### src/rtl/ram_scan_ctrl.sv
// ram_scan_ctrl
// Shares one synchronous RAM port between a user write path and an
// automatic read scanner. The scanner reads one address per tick and walks
// all 2^ADDR_W words. Each completed read is latched into display registers
// that drive the address/data 7-segment decoders. Writes take priority over
// scan reads but never interrupt a read that has already started. A write
// to the displayed address triggers a refresh read so the display tracks RAM.
//
// Ports:
//   clk, reset          clock, asynchronous active-high reset
//   scan_en             1 = scanner advances on ticks, 0 = paused
//   wr_req              write request level; rising edge requests one write
//   wr_addr, wr_data    write address/data, sampled on the wr_req edge
//   ram_rdata           RAM read data, valid the cycle after ram_addr is registered
//   ram_addr, ram_wdata RAM address / write data
//   ram_wren            RAM write enable, one cycle per write
//   disp_addr/disp_data address/data of the last completed read
//   disp_valid          set after the first completed read
//   wr_done             one-cycle pulse in the cycle after ram_wren
module ram_scan_ctrl #(
    parameter int ADDR_W   = 5,
    parameter int DATA_W   = 4,
    parameter int TICK_DIV = 50_000_000
) (
    input  logic              clk,
    input  logic              reset,
    input  logic              scan_en,
    input  logic              wr_req,
    input  logic [ADDR_W-1:0] wr_addr,
    input  logic [DATA_W-1:0] wr_data,
    input  logic [DATA_W-1:0] ram_rdata,
    output logic [ADDR_W-1:0] ram_addr,
    output logic [DATA_W-1:0] ram_wdata,
    output logic              ram_wren,
    output logic [ADDR_W-1:0] disp_addr,
    output logic [DATA_W-1:0] disp_data,
    output logic              disp_valid,
    output logic              wr_done
);

    localparam int CNT_W = (TICK_DIV > 1) ? $clog2(TICK_DIV) : 1;

    typedef enum logic [1:0] {IDLE, WRITE, READ, CAPTURE} state_t;

    state_t            state;
    logic [CNT_W-1:0]  tick_cnt;
    logic [ADDR_W-1:0] scan_ptr;
    logic [ADDR_W-1:0] wr_addr_q;
    logic [DATA_W-1:0] wr_data_q;
    logic              wr_req_q;
    logic              wr_pend;
    logic              tick_pend;
    logic              refresh;
    logic              rd_refresh;   // read in flight is a refresh, not a scan

    logic              tick;
    logic              wr_edge;
    logic              wr_pend_n;
    logic              tick_pend_n;
    logic [ADDR_W-1:0] wr_addr_n;
    logic [DATA_W-1:0] wr_data_n;

    assign tick    = scan_en && (tick_cnt == CNT_W'(TICK_DIV - 1));
    assign wr_edge = wr_req & ~wr_req_q;

    // IDLE looks through the capture registers so a request arriving in an
    // idle cycle is served on the very next cycle; a same-cycle edge carries
    // the newest address/data.
    assign wr_pend_n   = wr_pend | wr_edge;
    assign tick_pend_n = tick_pend | tick;
    assign wr_addr_n   = wr_edge ? wr_addr : wr_addr_q;
    assign wr_data_n   = wr_edge ? wr_data : wr_data_q;

    always_ff @(posedge clk or posedge reset) begin
        if (reset) begin
            state      <= IDLE;
            tick_cnt   <= '0;
            scan_ptr   <= '0;
            wr_addr_q  <= '0;
            wr_data_q  <= '0;
            wr_req_q   <= 1'b0;
            wr_pend    <= 1'b0;
            tick_pend  <= 1'b0;
            refresh    <= 1'b0;
            rd_refresh <= 1'b0;
            ram_addr   <= '0;
            ram_wdata  <= '0;
            ram_wren   <= 1'b0;
            disp_addr  <= '0;
            disp_data  <= '0;
            disp_valid <= 1'b0;
            wr_done    <= 1'b0;
        end else begin
            wr_req_q <= wr_req;
            wr_done  <= ram_wren;
            ram_wren <= 1'b0;

            if (!scan_en || tick)
                tick_cnt <= '0;
            else
                tick_cnt <= tick_cnt + 1'b1;

            // Latest request wins while a write is still pending.
            if (wr_edge) begin
                wr_addr_q <= wr_addr;
                wr_data_q <= wr_data;
                wr_pend   <= 1'b1;
            end
            if (tick)
                tick_pend <= 1'b1;

            case (state)
                IDLE: begin
                    if (wr_pend_n) begin
                        state     <= WRITE;
                        ram_addr  <= wr_addr_n;
                        ram_wdata <= wr_data_n;
                        ram_wren  <= 1'b1;
                    end else if (refresh) begin
                        state      <= READ;
                        rd_refresh <= 1'b1;
                        ram_addr   <= disp_addr;
                    end else if (tick_pend_n) begin
                        // Ticks landing before the read starts merge into it.
                        state      <= READ;
                        rd_refresh <= 1'b0;
                        ram_addr   <= scan_ptr;
                        tick_pend  <= 1'b0;
                    end
                end
                WRITE: begin
                    // An edge during WRITE is a fresh request and stays pending.
                    wr_pend <= wr_edge;
                    if (disp_valid && ram_addr == disp_addr)
                        refresh <= 1'b1;
                    state    <= IDLE;
                    ram_addr <= scan_ptr;
                end
                READ: begin
                    state <= CAPTURE;
                end
                CAPTURE: begin
                    disp_data  <= ram_rdata;
                    disp_valid <= 1'b1;
                    if (rd_refresh) begin
                        refresh  <= 1'b0;
                        ram_addr <= scan_ptr;
                    end else begin
                        disp_addr <= scan_ptr;
                        scan_ptr  <= scan_ptr + 1'b1;
                        ram_addr  <= scan_ptr + 1'b1;
                    end
                    state <= IDLE;
                end
                default: state <= IDLE;
            endcase
        end
    end

endmodule

### config.mk
export PLATFORM = sky130hd
export DESIGN_NAME = ram_scan_ctrl
export DESIGN_NICKNAME = d
export VERILOG_FILES = /design/src/rtl/ram_scan_ctrl.sv
export SDC_FILE = /design/constraint.sdc
export NUM_CORES = 1
export LEC_CHECK = 0
export ABC_AREA = 1
export CAP_MARGIN = 40
export CORE_AREA = 2 2 95 74
export CTS_CLUSTER_DIAMETER = 200
export DETAILED_ROUTE_END_ITERATION = 7
export DIE_AREA = 0 0 97 76
export GPL_TIMING_DRIVEN = 0
export PLACE_DENSITY = 0.81
export SYNTH_ARGS = -nofsm -noshare
export SYNTH_HDL_FRONTEND = slang
export SYNTH_SLANG_ARGS = --single-unit
### constraint.sdc
create_clock -name clk -period 2.8 [get_ports clk]
set_clock_uncertainty 0.1 [all_clocks]
set_input_delay 0.56 -clock clk [delete_from_list [all_inputs] [get_ports clk]]
set_output_delay 0.56 -clock clk [all_outputs]
set_load 0.01 [all_outputs]
==> impl_metrics.tcl <==
set metrics [dict create \
    setup_bufs_post_cts 0 \
    run_status "completed" \
    post_synth.cell_area_avg_um2 7.91 \
    yosys_most_used_dff "dfrtp_1" \
    htree_num_levels 3 \
    yosys_warnings 0 \
    area_growth_syn_to_layout_pct 20.9 \
    min_period_over_period_pct 71.4 \
    maxSlewHeadroom_pct 63.7 \
    worst_slack_ns 0.800 \
    layout.core_utilization_pct 64.5 \
    leakage_nw 1.94 \
    yosys_register_bits 68 \
    internal_power_w 0.00216 \
    synth_unique_cells 29 \
    placed_cell_count 563 \
    resized_gates_after_cts 0 \
    number_of_antenna_violations_at_the_first_check_in_global_routing 0 \
    path_clk_slew_ns 0.08 \
    n_antenna_cell 0 \
    regArea_um2 1700 \
    final_antenna_net_count 0 \
    gp_congestion 0.915 \
    timing.reg2reg.setup_slack_ns 1.01 \
    nets 509 \
    track_usage_pct 23.0 \
    arrival_ns 1.34 \
    powerDensity_nw_per_um2 783 \
    end_kind "output pin" \
    clock_tree.buffer_depth 2 \
    synth_top_area_share_pct 48.8 \
    placement.setup.worst_slack_ns 0.487 \
    initial_core_utilization_pct 53.3 \
    critical_path_start_type "register" \
    finalSetupViolCount 0 \
    die_width_um 97 \
    number_of_clock_sinks_seen_by_cts 68 \
    multi_input_area_um2 1580 \
    cts_buffers 9 \
    grt_start_max_net_pins 48 \
    power_share_of_the_sequential_group_pct 40.7 \
    postRouteWirelength_um 7950 \
    timing.max_cap.violations 0 \
    final_period_minus_worst_setup_slack_ns 2.00 \
    clk_latency_ns 0.34 \
    p_comb_share_pct 31.8 \
    dr_total_vias 2981 \
    synth-async-reset-ratio_pct 100 \
    synth.cell_area_um2 3490 \
    hold_buffers 0 \
    root_cell_of_the_clock_tree "clkbuf_8" \
    cp_top_family "buffers and inverters" \
    synth_commonest_cells "nand2_1 (137), dfrtp_1 (68), nor2_1 (63)" \
    netSwitchingFraction_pct 34.5 \
    maxClockFrequency_ghz 0.500 \
    syn_inst 441 \
    fin_cells 579 \
    vias_per_cell 5.15 \
    dieArea_um2 7370 \
    drt-wirelength-per-cell_um 13.7 \
    synth_enable_flop_cells 0 \
    synth_most_common_cell "nand2_1" \
    grt_setup_unrepaired "no" \
    port-buffer-count 37 \
    cp_slowest_stage_delay_ns 0.56 \
    worstSetupPathType "register to output pin" \
    fp.dieH_um 76 \
    synth-seq-area-share_pct 48.8 \
    io-pin-count 38 \
    share_clk_of_total_power_pct 27.5 \
    crit_fanout 4 \
    syn_nets 460 \
    timing.critical_path.required_ns 2.14 \
    ir_drop_mv 0.550 \
    post_synth_main_area_contributors "dfrtp_1 (49%), nand2_1 (15%), nor2_1 (6.8%)" \
    cp_cell_sequence "clkdlybuf4s50_1" \
    most_area_hungry_cell_type_in_the_yosys_netlist "dfrtp_1" \
    hpwl_um 6050 \
    fill_cells 564 \
    grt_pass1_vias 2958 \
    tightestPinTransition_ns 0.543 \
    grt_first_pass_wirelength_um 13700 \
    firstDrtPassIters 5 \
    tritoncts "yes" \
    drive_above_1_share_pct 9.90 \
    critPathSlowestCell "clkdlybuf4s50_1" \
    row_count 26 \
    timing.critical_path.buf_inv 1 \
    core_um2 6540 \
    count_of_pins_over_their_slew_limit 0 \
    holdWs_ns 0.282 \
    remaining_routing_drc_violations 0 \
    gr-total-overflow 0 \
    netSwitchingPower_w 0.00114 \
    worstHoldPathType "register to register" \
    final_report_hold_violation_count 0 \
    drt-initial-drc-count 188 \
]
-- routing by layer --
layer	GRT usage [%]	vias up	part of all wire (%)
li1	-	1498	-
met1	34.1	1382	49
met2	33.1	87	44
met3	6.88	14	5.7
met4	6.48	0	1.3
met5	0	-	0
-- power groups by stage --
stage          Clock (W)  Combinational [W]  Sequential, W
5_1_grt         0.000977            0.00118        0.00137
6_report        0.000907            0.00105        0.00134
3_5_place_dp           0            0.00105        0.00136
3_3_place_gp           0            0.00101        0.00135
4_1_cts         0.000926            0.00106        0.00134
2_1_floorplan          0           0.000573        0.00138
-- final cells by class --
type                            count  share of cell area [%]
Clock buffer                        9                    2.94
Buffer                              6                    1.01
Timing Repair Buffer               38                    9.44
Multi-Input combinational cell    323                    37.4
Inverter                           44                    3.98
Sequential cell                    68                    40.4
Clock inverter                      7                    2.34
Tap cell                           84                    2.49
-- flip-flops by register name (all words and copies together), names as in the netlist --
register / flops
refresh: 1
rd_refresh: 1
wr_done: 1
scan_ptr: 5
wr_req_q: 1
wr_addr_q: 5
ram_wdata: 4
disp_addr: 5
ram_addr: 5
wr_data_q: 4
tick_pend: 1
state: 2
ram_wren: 1
wr_pend: 1
disp_valid: 1
disp_data: 4
tick_cnt: 26
-- stage by stage --
step                      power [W]  setup TNS [ns]  area [um^2]
after CTS                   0.00333               0         4220
after detailed placement    0.00241               0         3990
final                       0.00330               0         4220
after floorplan             0.00195               0         3490
after global routing        0.00353               0         4220
after global placement      0.00236          -48.74         3960
-- logic make-up after synthesis --
kind of cell | Yosys count | synth area share (%)
simple gates | 270 | 34.7
flops | 68 | 48.8
buf+inv | 50 | 5.95
compound gates | 32 | 5.09
xor+xnor | 19 | 4.77
fa+ha+maj | 2 | 0.717
-- final timing paths --
kind	start	end	depth (start not counted)
worst max register to register	tick_cnt[0]	tick_cnt[17]	7
worst min-delay path	ram_wren	wr_done	0
worst min register to register	ram_wren	wr_done	0
max in group asynchronous	reset	tick_cnt[25]	3
min in group asynchronous	reset	wr_data_q[0]	2
worst max-delay path	disp_addr[2]	disp_addr[2]	1
-- cells in the final DEF (no fill, tap or decap), types with 3 or more instances in the layout --
| cell | n |
|---|---|
| nor2_2 | 3 |
| nor2_1 | 63 |
| nor3_1 | 10 |
| nand4_1 | 5 |
| nand2_1 | 137 |
| clkbuf_8 | 9 |
| a31oi_1 | 4 |
| inv_1 | 40 |
| o21ai_0 | 15 |
| a21oi_1 | 8 |
| nor2_4 | 4 |
| xnor2_1 | 7 |
| clkdlybuf4s50_1 | 37 |
| nand3_1 | 31 |
| o211ai_1 | 3 |
| nor3_2 | 4 |
| xor2_1 | 12 |
| dfrtp_1 | 68 |
| nand3_2 | 3 |
| nand2_2 | 6 |
| buf_2 | 4 |
(Power assumes the default switching activity.)
